File: config.mk
export PLATFORM = sky130hd
export DESIGN_NAME = query_scheduler
export DESIGN_NICKNAME = d
export VERILOG_FILES = /design/src/rtl/query_pkg.sv /design/src/rtl/query_timer.sv /design/src/rtl/query_scheduler.sv
export SDC_FILE = /design/constraint.sdc
export NUM_CORES = 1
export LEC_CHECK = 0
export CORE_AREA = 2 2 39 41
export DETAILED_ROUTE_END_ITERATION = 7
export DIE_AREA = 0 0 41 43
export GPL_TIMING_DRIVEN = 1
export HOLD_SLACK_MARGIN = 0.05
export PLACE_DENSITY = 0.47
export SLEW_MARGIN = 20
export SYNTH_ARGS = -nofsm -noshare
export SYNTH_HDL_FRONTEND = slang
export SYNTH_SLANG_ARGS = --single-unit
File: constraint.sdc
create_clock -name clk -period 3.49 [get_ports clk]
set_clock_uncertainty 0.2 [all_clocks]
set_input_delay 0.698 -clock clk [delete_from_list [all_inputs] [get_ports clk]]
set_output_delay 0.698 -clock clk [all_outputs]
set_load 0.1 [all_outputs]
File: src/rtl/query_pkg.sv
// Shared types for the query scheduler: FSM state encoding and one-hot display selects.
package query_pkg;

    typedef enum logic [1:0] {
        IDLE     = 2'd0,
        SHOW_USE = 2'd1,
        SHOW_ON  = 2'd2,
        SHOW_REM = 2'd3
    } query_state_e;

    // Select bit order is {reminder, on, use}.
    localparam logic [2:0] SEL_NONE = 3'b000;
    localparam logic [2:0] SEL_USE  = 3'b001;
    localparam logic [2:0] SEL_ON   = 3'b010;
    localparam logic [2:0] SEL_REM  = 3'b100;

    function automatic logic [2:0] state_sel(input query_state_e st);
        logic [2:0] s;
        s = SEL_NONE;
        unique case (st)
            IDLE:     s = SEL_NONE;
            SHOW_USE: s = SEL_USE;
            SHOW_ON:  s = SEL_ON;
            SHOW_REM: s = SEL_REM;
            default:  s = SEL_NONE;
        endcase
        return s;
    endfunction

endpackage

File: src/rtl/query_timer.sv
// Display timeout counter: counts while enabled, clear has priority, flags the last count.
module query_timer #(
    parameter int unsigned Cycles = 8
) (
    input  logic clk_i,
    input  logic rst_ni,
    input  logic clr_i,
    input  logic en_i,
    output logic expire_o
);

    localparam int unsigned Width = $clog2(Cycles);
    localparam logic [Width-1:0] Last = Width'(Cycles - 1);

    logic [Width-1:0] cnt_q, cnt_d;

    always_comb begin
        cnt_d = cnt_q;
        if (clr_i) begin
            cnt_d = '0;
        end else if (en_i) begin
            cnt_d = cnt_q + 1'b1;
        end
    end

    always_ff @(posedge clk_i or negedge rst_ni) begin
        if (!rst_ni) begin
            cnt_q <= '0;
        end else begin
            cnt_q <= cnt_d;
        end
    end

    assign expire_o = en_i && (cnt_q == Last);

endmodule

File: src/rtl/query_scheduler.sv
// Picks which appliance query the display shows; optional auto-expiry when
// QUERY_TIMEOUT_EN is defined, otherwise queries stay up until exit/request/power-off.
module query_scheduler
    import query_pkg::*;
#(
    parameter int unsigned TIMEOUT_CYCLES = 500_000_000
) (
    input  logic       clk,
    input  logic       rst,
    input  logic       power_status,
    input  logic       req_use,
    input  logic       req_on,
    input  logic       req_reminder,
    input  logic       exit_req,
    output logic [2:0] sel,
    output logic       active,
    output logic       timeout_pulse
);

    if (TIMEOUT_CYCLES < 2) begin : g_bad_timeout
        $error("query_scheduler: TIMEOUT_CYCLES must be at least 2");
    end

    query_state_e state_q, state_d;
    logic [2:0]   sel_q, sel_d;
    logic         active_q;
    logic         pulse_q, pulse_d;
    logic         expire;

`ifdef QUERY_TIMEOUT_EN
    logic timer_en;
    logic timer_clr;

    // Any accepted input or leaving SHOW restarts the count from zero.
    assign timer_en  = (state_q != IDLE);
    assign timer_clr = !power_status | req_use | req_on | req_reminder | exit_req
                       | expire | !timer_en;

    query_timer #(
        .Cycles (TIMEOUT_CYCLES)
    ) u_timer (
        .clk_i    (clk),
        .rst_ni   (rst),
        .clr_i    (timer_clr),
        .en_i     (timer_en),
        .expire_o (expire)
    );
`else
    assign expire = 1'b0;
`endif

    always_comb begin
        state_d = state_q;
        pulse_d = 1'b0;
        if (!power_status) begin
            state_d = IDLE;
        end else if (req_reminder) begin
            state_d = SHOW_REM;
        end else if (req_on) begin
            state_d = SHOW_ON;
        end else if (req_use) begin
            state_d = SHOW_USE;
        end else if (exit_req) begin
            state_d = IDLE;
        end else if (expire) begin
            state_d = IDLE;
            pulse_d = 1'b1;
        end
        sel_d = state_sel(state_d);
    end

    always_ff @(posedge clk or negedge rst) begin
        if (!rst) begin
            state_q  <= IDLE;
            sel_q    <= SEL_NONE;
            active_q <= 1'b0;
            pulse_q  <= 1'b0;
        end else begin
            state_q  <= state_d;
            sel_q    <= sel_d;
            active_q <= |sel_d;
            pulse_q  <= pulse_d;
        end
    end

    assign sel           = sel_q;
    assign active        = active_q;
    assign timeout_pulse = pulse_q;

endmodule

==> impl_metrics.toml, run 1 <==
[clock_tree]
clkTransAtPathRegs_ns = 0.04
cts.hold.buffers_added = 0
postCtsSetupBuffers = 0
clock_latency_ns = 0.24
root_buffer = "clkbuf_4"
cts_made_buffers = 3
post_cts_resized = 0
ctsLongestPathBuffers = 2
cts.sinks = 6
cts_tree = "built"
htreeDepth = 1

[logic_synthesis]
yosysSeqAreaShare_pct = 56.1
synth_area_sq_um = 268
synth_xor_xnor_area_share_pct = 0
synth.distinct_cells = 16
syn-num-nets = 31
synth-adder-area-share_pct = 0
synth-simple-area-share_pct = 28.5
synth_area_per_cell_sq_um = 11.2
yosysWarnings = 0
synth_mux_area_share_pct = 0
synth_cells = 24
ys_ff_latch = 6
synth_top_family_by_area = "simple AND/OR/NAND/NOR gates"
synth-compound-area-share_pct = 9.81

[critical_path]
worstPathRequired_ns = 3.40
cp_slowest_cell = "clkdlybuf4s50_1"
worstPathCellList = "clkdlybuf4s50_1, nor3b_2, o31ai_2, nor2_1"
r2r_slack_ns = 2.26
worstSetupPathType = "primary input to flop"
start_kind = "primary input"
cp-end-kind = "flop"
worst-path-buf-inv = 1
cp_top_family = "buffers and inverters"
max_stage_delay_ns = 0.53
path_max_fanout = 3
critPathArrivalTime_ns = 1.67

[floorplan]
ios = 12
rows = 14
die_h_microns = 43
coreArea_sq_um = 1380
die_x_microns = 41
die_area_sq_um = 1760
start_util_pct = 19.3

[finish]
nNetsFinal = 45
antenna_cells = 0
syn_to_final_growth_pct = 46.7
drive_above_1_share_pct = 33.3

[timing]
drv_slew = 0
final_hold_viol_count = 0
period_needed_ns = 1.76
timing.fmax_mhz = 569
tns_ns = 0
finalSetupViolCount = 0
fin_crit_sh_pct = 50.3
fin_hold_ws_ns = 0.466
rsz0062_at_grt = "false"

[placement]
io_buffers = 10
place_congestion = 0.642

[power_and_ir_drop]
p_seq_share_pct = 41.0
share_comb_of_total_power_pct = 26.2
p_int_w = 0.000127
clock_power_share_pct = 32.8
power_density_nw_per_um2 = 471
total_power_w = 0.000185
leakage_nw = 0.178
p_switching_w = 0.0000579
sw_frac_of_total_pct = 31.3
ir_drop_mv = 0.0862

[global_routing]
grt-ovfl-total = 0
grt_max_degree = 7
grt_pass1_wl_microns = 772
antenna_found_initial = 0
grt_usage_pct = 6.98
grt_pass1_vias = 209

[routing]
vias = 201
drtPass1Iterations = 2
drtIter0Drc = 3
routedWlPerCell_microns = 9.35
drc_errors = 0
routed_wl_microns = 486
vias_per_cell = 3.87
drtAntennaViolNets = 0

[run]
cap_violations = 0

[outcome]
status = "complete, no violations"

[hold_path]
hold_class = "flop to flop"
[flip-flops by register name, indices dropped and copies added (netlist names)]
name	cells
active	1
state_q	2
sel	3
[synth_stat cells]
library cell / count / area (sq um)
dfrtp_1: 6 / 150
and2_1: 2 / 12.5
nor2_1: 2 / 7.51
nor3_1: 2 / 10.0
a21oi_2: 1 / 8.76
and3_1: 1 / 6.26
buf_4: 1 / 7.51
conb_1: 1 / 3.75
inv_1: 1 / 3.75
nand2b_1: 1 / 6.26
nor2_2: 1 / 6.26
nor2b_1: 1 / 6.26
nor2b_2: 1 / 8.76
nor3b_2: 1 / 12.5
o21ai_0: 1 / 5.00
o31ai_2: 1 / 12.5
[final cells by class]
class                   count  area [sq um]
fillers                   152           991
flip-flops and latches      6           150
multi-input cells          16           106
repair buffers             10          90.1
clock buffers               3          22.5
well taps                  16          20.0
inverters                   1          3.75
[metrics by stage]
stage | instances | cell area, sq um | worst slack [ns] | utilization, %
floorplan | 24 | 268 | 1.71 | -
global placement | 49 | 370 | 1.51 | 26.8
detailed placement | 49 | 370 | 1.47 | 26.8
CTS | 52 | 393 | 1.73 | 28.4
global route | 52 | 393 | 1.65 | 28.4
finish | 52 | 393 | 1.73 | 28.4
[worst reg2reg max path, stage by stage, from the launching register on]
cell and delay [ns]:
dfrtp_1 0.38, nor3b_2 0.17, o31ai_2 0.29, nor2_1 0.08
[layout by cell type, fill, tap and decap left out]
cell type        Yosys  final
clkdlybuf4s50_1      0      6
nor3b_2              1      1
dfrtp_1              6      6
o21ai_0              1      1
nor2b_1              1      1
conb_1               1      1
nor2_2               1      1
nor2_1               2      2
clkbuf_4             0      3
nor2b_2              1      1
and2_1               2      2
a21oi_2              1      1
nor3_1               2      2
nand2b_1             1      1
and3_1               1      1
buf_4                1      4
o31ai_2              1      1
inv_1                1      1
[path summary, 6_finish.rpt]
| kind | from | end | cells after the start |
|---|---|---|---|
| worst max-delay path | req_use | sel[1] | 4 |
| worst min-delay path | state_q[0] | active | 3 |
| worst max register to register | state_q[1] | sel[1] | 3 |
| worst min register to register | state_q[0] | active | 3 |
| max in group asynchronous | rst | state_q[0] | 1 |
| min in group asynchronous | rst | sel[2] | 1 |
[per-layer routing]
layer  vias to the layer above  global-route usage [%]  part of all wire, %
met1                        89                    7.89                   43
met2                        11                    9.38                   46
li1                        101                       -                    -
met3                         0                    1.57                   11
met4                         0                    8.00                    0
met5                         -                       0                    0
[power by group through the flow]
stage | logic (W) | clock network (W) | registers, W
floorplan | 0.0000137 | 0 | 0.0000959
global placement | 0.0000482 | 0 | 0.0000767
detailed placement | 0.0000490 | 0 | 0.0000766
CTS | 0.0000489 | 0.0000644 | 0.0000758
global route | 0.0000513 | 0.0000685 | 0.0000759
finish | 0.0000485 | 0.0000607 | 0.0000757
[cell families (layout without fill, tap and decap cells)]
logic type	count (synthesis)	count (layout)
and+or+nand+nor	12	12
DFF	6	6
AOI/OAI and AO/OA	3	3
buffers and inverters	2	14
other	1	1
No activity file was read; power rests on OpenSTA's default activity.
==> run 2: changes to the inputs <==
--- a/config.mk
+++ b/config.mk
@@ -10,7 +10,7 @@
 export DIE_AREA = 0 0 41 43
 export GPL_TIMING_DRIVEN = 1
 export HOLD_SLACK_MARGIN = 0.05
-export PLACE_DENSITY = 0.47
+export PLACE_DENSITY = 0.48
 export SLEW_MARGIN = 20
 export SYNTH_ARGS = -nofsm -noshare
 export SYNTH_HDL_FRONTEND = slang
==> constraint.sdc (replaced) <==
create_clock -name clk -period 1.6 [get_ports clk]
set_clock_uncertainty 0.2 [all_clocks]
set_input_delay 0.32 -clock clk [delete_from_list [all_inputs] [get_ports clk]]
set_output_delay 0.32 -clock clk [all_outputs]
set_load 0.1 [all_outputs]
==> run 2 against run 1 <==
Effect of this change: sequential cell count unchanged; hold slack got worse by 0.35 ns; combinational power rose by 150%; clock power grew 110%; design area grew 13%; cell count is the same; first-iteration DRC count increased by 33%; critical path type unchanged; largest cell class unchanged; highest routed layer unchanged.
==> impl_metrics.toml, run 2 (synthesized netlist as in run 1, its figures left out) <==
[timing]
period_needed_ns = 1.37
fin_hold_ws_ns = 0.117
fin_crit_sh_pct = 85.7
final_hold_viol_count = 0
rsz0062_at_grt = "false"
drv_slew = 0
finalWorstSetupSlack_ns = 0.229
tns_ns = 0
timing.fmax_mhz = 729
finalSetupViolCount = 0

[routing]
routedWlPerCell_microns = 8.40
drtAntennaViolNets = 0
drtIter0Drc = 4
vias_per_cell = 4.06
drc_errors = 0
vias = 211
routed_wl_microns = 437
drtPass1Iterations = 4

[critical_path]
max_stage_delay_ns = 0.53
regToRegEndpoint = "sel[1]"
worstSetupPathType = "primary input to flop"
start_kind = "primary input"
cp-end-kind = "flop"
r2r_cells = 3
critPathArrivalTime_ns = 1.28
path_max_fanout = 3
worstPathCellList = "clkdlybuf4s50_1, nor3b_2, o31ai_2, nor2_1"
r2r-start = "state_q[1]"
r2r_slack_ns = 0.38
worstPathRequired_ns = 1.51
cp_slowest_cell = "clkdlybuf4s50_1"

[placement]
place_congestion = 0.648
dp_cells = 49
io_buffers = 10
dp_slack_ns = -0.0347
dp_hpwl_microns = 396

[global_routing]
grt_pass1_vias = 194
grt_pass1_wl_microns = 738
grt_max_degree = 7
grt_usage_pct = 6.67
antenna_found_initial = 0
grt-ovfl-total = 0

[clock_tree]
cts_tree = "built"
ctsLongestPathBuffers = 2
post_cts_resized = 0
postCtsSetupBuffers = 0
root_buffer = "clkbuf_4"
cts.sinks = 6
cts.hold.buffers_added = 0
htreeDepth = 1
clkTransAtPathRegs_ns = 0.04
cts_made_buffers = 3
clock_latency_ns = 0.24

[finish]
fillers = 134
antenna_cells = 0
largest_reg_flops = 3
final_cell_mix = "dfrtp_1, clkdlybuf4s50_1, buf_12, clkbuf_4"
nNetsFinal = 45
syn_to_final_growth_pct = 65.4
fin_cells = 52
drive_above_1_share_pct = 33.3

[floorplan]
die_area_sq_um = 1760
start_util_pct = 19.3
rows = 14
die_h_microns = 43
ios = 12
coreArea_sq_um = 1380
die_x_microns = 41

[run]
cap_violations = 0

[outcome]
status = "complete, no violations"

[power_and_ir_drop]
ir_drop_mv = 0.197
power_density_nw_per_um2 = 945
leakage_nw = 0.192

[hold_path]
hold_class = "primary input to asynchronous set/reset pin"
[run 2: changes by cell type in the layout (fill, tap and decap cells not counted)]
cell / delta
buf_12: +4
buf_4: -4
[run 2: worst max-delay path, delay by kind of cell]
kind | cells | cell delay [ns]
AND/OR/NAND/NOR | 2 | 0.16
AO/OA/AOI/OAI | 1 | 0.28
buffers and inverters | 1 | 0.53
[run 2: cell type report]
| class | count | area, sq um | share of cell area, % |
|---|---|---|---|
| inverter | 1 | 3.75 | 0.847 |
| sequential | 6 | 150 | 33.9 |
| tap | 16 | 20.0 | 4.52 |
| multi-input combinational | 16 | 106 | 24.0 |
| timing repair buffer | 10 | 140 | 31.6 |
| clock buffer | 3 | 22.5 | 5.08 |
[run 2: metal layers]
| metal | routed length (microns) | vias to the layer above | GRT usage (%) |
|---|---|---|---|
| li1 | - | 103 | - |
| met1 | 167 | 97 | 7.24 |
| met2 | 205 | 11 | 8.75 |
| met3 | 64 | 0 | 2.09 |
| met4 | 0 | 0 | 8.00 |
| met5 | 0 | - | 0 |
[run 2: where the power goes]
group	internal, W	switching (W)	total (W)	leakage (nW)
clock	0.0000843	0.0000461	0.000130	0.0138
combinational	0.0000460	0.0000738	0.000120	0.101
sequential	0.000162	0.00000667	0.000168	0.0768
total	0.000292	0.000127	0.000419	0.192
[run 2: how the worst max path moves through the flow]
| stage | from | endpoint | slack [ns] | depth (start not counted) |
|---|---|---|---|---|
| after floorplan | active | active | 0.20 | 0 |
| after global placement | req_use | sel[1] | 0.003 | 4 |
| after detailed placement | req_use | sel[1] | -0.03 | 4 |
| after CTS | req_use | sel[1] | 0.22 | 4 |
| after global routing | req_use | sel[1] | 0.13 | 4 |
| final | req_use | sel[1] | 0.23 | 4 |
[run 2: metrics by stage]
step,area (sq um),utilization (%),total power [W]
after floorplan,268,-,0.000239
after global placement,420,30.4,0.000290
after detailed placement,420,30.4,0.000292
after CTS,443,32.0,0.000430
after global routing,443,32.0,0.000441
final,443,32.0,0.000419
==> run 3: changes to the inputs <==
--- a/config.mk
+++ b/config.mk
@@ -10,8 +10,9 @@
 export DIE_AREA = 0 0 41 43
 export GPL_TIMING_DRIVEN = 1
 export HOLD_SLACK_MARGIN = 0.05
-export PLACE_DENSITY = 0.48
+export PLACE_DENSITY = 0.47
 export SLEW_MARGIN = 20
 export SYNTH_ARGS = -nofsm -noshare
 export SYNTH_HDL_FRONTEND = slang
 export SYNTH_SLANG_ARGS = --single-unit
+export TNS_END_PERCENT = 20
==> constraint.sdc (replaced) <==
create_clock -name clk -period 1.3 [get_ports clk]
set_clock_uncertainty 0.2 [all_clocks]
set_input_delay 0.26 -clock clk [delete_from_list [all_inputs] [get_ports clk]]
set_output_delay 0.26 -clock clk [all_outputs]
set_load 0.1 [all_outputs]
==> run 3 against run 2 <==
Effect of this change: design area increased by 9.6%; hold slack better by 0.080 ns; highest routed layer unchanged; combinational power increased by 28%; largest power group unchanged; wire length grew 12%.
==> impl_metrics.toml, run 3 (synthesized netlist as in run 1, its figures left out) <==
[power_and_ir_drop]
leakage_nw = 0.246
ir_drop_mv = 0.286
power_density_nw_per_um2 = 1130

[critical_path]
r2r_cells = 3
start_kind = "flop"
cp.depth = 1
critPathArrivalTime_ns = 0.82
worstSetupPathType = "flop to output pin"
cp_top_family = "flip-flops"
path_max_fanout = 1
worst-path-buf-inv = 1
cp-end-kind = "output pin"
worstPathRequired_ns = 0.84
worstPathCellList = "buf_12"
cp_slowest_cell = "dfrtp_2"
max_stage_delay_ns = 0.41

[outcome]
status = "complete, no violations"

[floorplan]
coreArea_sq_um = 1380
die_h_microns = 43
start_util_pct = 19.3
die_area_sq_um = 1760
ios = 12
die_x_microns = 41
rows = 14

[clock_tree]
ctsLongestPathBuffers = 2
cts.sinks = 6
cts_made_buffers = 3
postCtsSetupBuffers = 0
clock_latency_ns = 0.25
cts_tree = "built"
root_buffer = "clkbuf_4"
htreeDepth = 1
clkTransAtPathRegs_ns = 0.05

[routing]
routed_wl_microns = 489
drtPass1Iterations = 2
vias_per_cell = 3.81
drc_errors = 0
routedWlPerCell_microns = 9.06
vias = 206
drtAntennaViolNets = 0
drtIter0Drc = 2

[timing]
timing.fmax_mhz = 782
rsz0062_at_grt = "true"
drv_slew = 0
finalSetupViolCount = 0
final_hold_viol_count = 0
fin_crit_sh_pct = 98.4
period_needed_ns = 1.28

[finish]
fillers = 148
drive_above_1_share_pct = 34.2
final_cell_mix = "dlymetal6s2s_1, dfrtp_1, buf_12, clkbuf_4"
multi_input_area_sq_um = 121
final_area_sq_um = 485
regArea_sq_um = 151
syn_to_final_growth_pct = 81.3
antenna_cells = 0
fin_cells = 54
largest_reg_flops = 3
nNetsFinal = 46

[placement]
place_area_sq_um = 422
io_buffers = 10
place_congestion = 0.682
dp_cells = 49
dp_hpwl_microns = 405

[run]
cap_violations = 0

[global_routing]
grt_pass1_wl_microns = 841
grt_pass1_vias = 202
antenna_found_initial = 0
grt_max_degree = 7
grt_usage_pct = 7.68
grt-ovfl-total = 0

[hold_path]
whs_path_depth = 3
hold_class = "primary input to flop"
[run 3: changes by cell type in the layout (fill, tap and decap cells not counted), sizes merged]
cell / before / now
dlymetal6s2s: 0 / 5
clkdlybuf4s50: 6 / 1
clkbuf: 3 / 4
dlygate4sd3: 0 / 1
[run 3: layout make-up]
type / instances / share of cell area (%)
clock buffer: 4 / 5.41
timing repair buffer: 11 / 33.5
tap: 16 / 4.12
multi-input combinational: 16 / 25.0
sequential: 6 / 31.2
inverter: 1 / 0.773
[run 3: report_power, final]
group | switching [W] | leakage (nW) | internal (W)
Clock | 0.0000702 | 0.0150 | 0.000116
Sequential | 0.00000820 | 0.0757 | 0.000199
Combinational | 0.0000948 | 0.156 | 0.0000595
[run 3: worst paths after layout]
kind                             from    endpoint  slack (ns)
min in group asynchronous         rst  state_q[0]        0.21
setup / recovery               active      active        0.02
setup reg to reg           state_q[1]      sel[1]        0.11
hold / removal                 req_on  state_q[1]        0.20
max in group asynchronous         rst      active        0.47
hold reg to reg            state_q[0]      active        0.45
[run 3: what timing repair did]
item	CTS	global route
setup endpoints to repair	0	7
resized for setup	0	7
hold endpoints to repair	3	0
hold buffers	1	0
[run 3: metrics by stage]
stage / utilization [%] / hold WS (ns) / setup TNS (ns) / total power [W] / worst slack (ns)
global route: 35.1 / 0.209 / -0.00768 / 0.000585 / -0.00768
finish: 35.1 / 0.197 / 0 / 0.000548 / 0.0213
detailed placement: 30.5 / 0.320 / -1.45 / 0.000360 / -0.279
global placement: 30.5 / 0.314 / -1.30 / 0.000358 / -0.235
CTS: 33.1 / 0.457 / 0 / 0.000556 / 0.00170
floorplan: - / -0.236 / -0.130 / 0.000295 / -0.0433
[run 3: per-layer routing]
metal	vias up	global-route usage [%]	wire length, microns
met2	11	9.06	247
met3	0	3.14	54
met5	-	0	0
li1	104	-	-
met1	91	8.52	187
met4	0	10.0	0
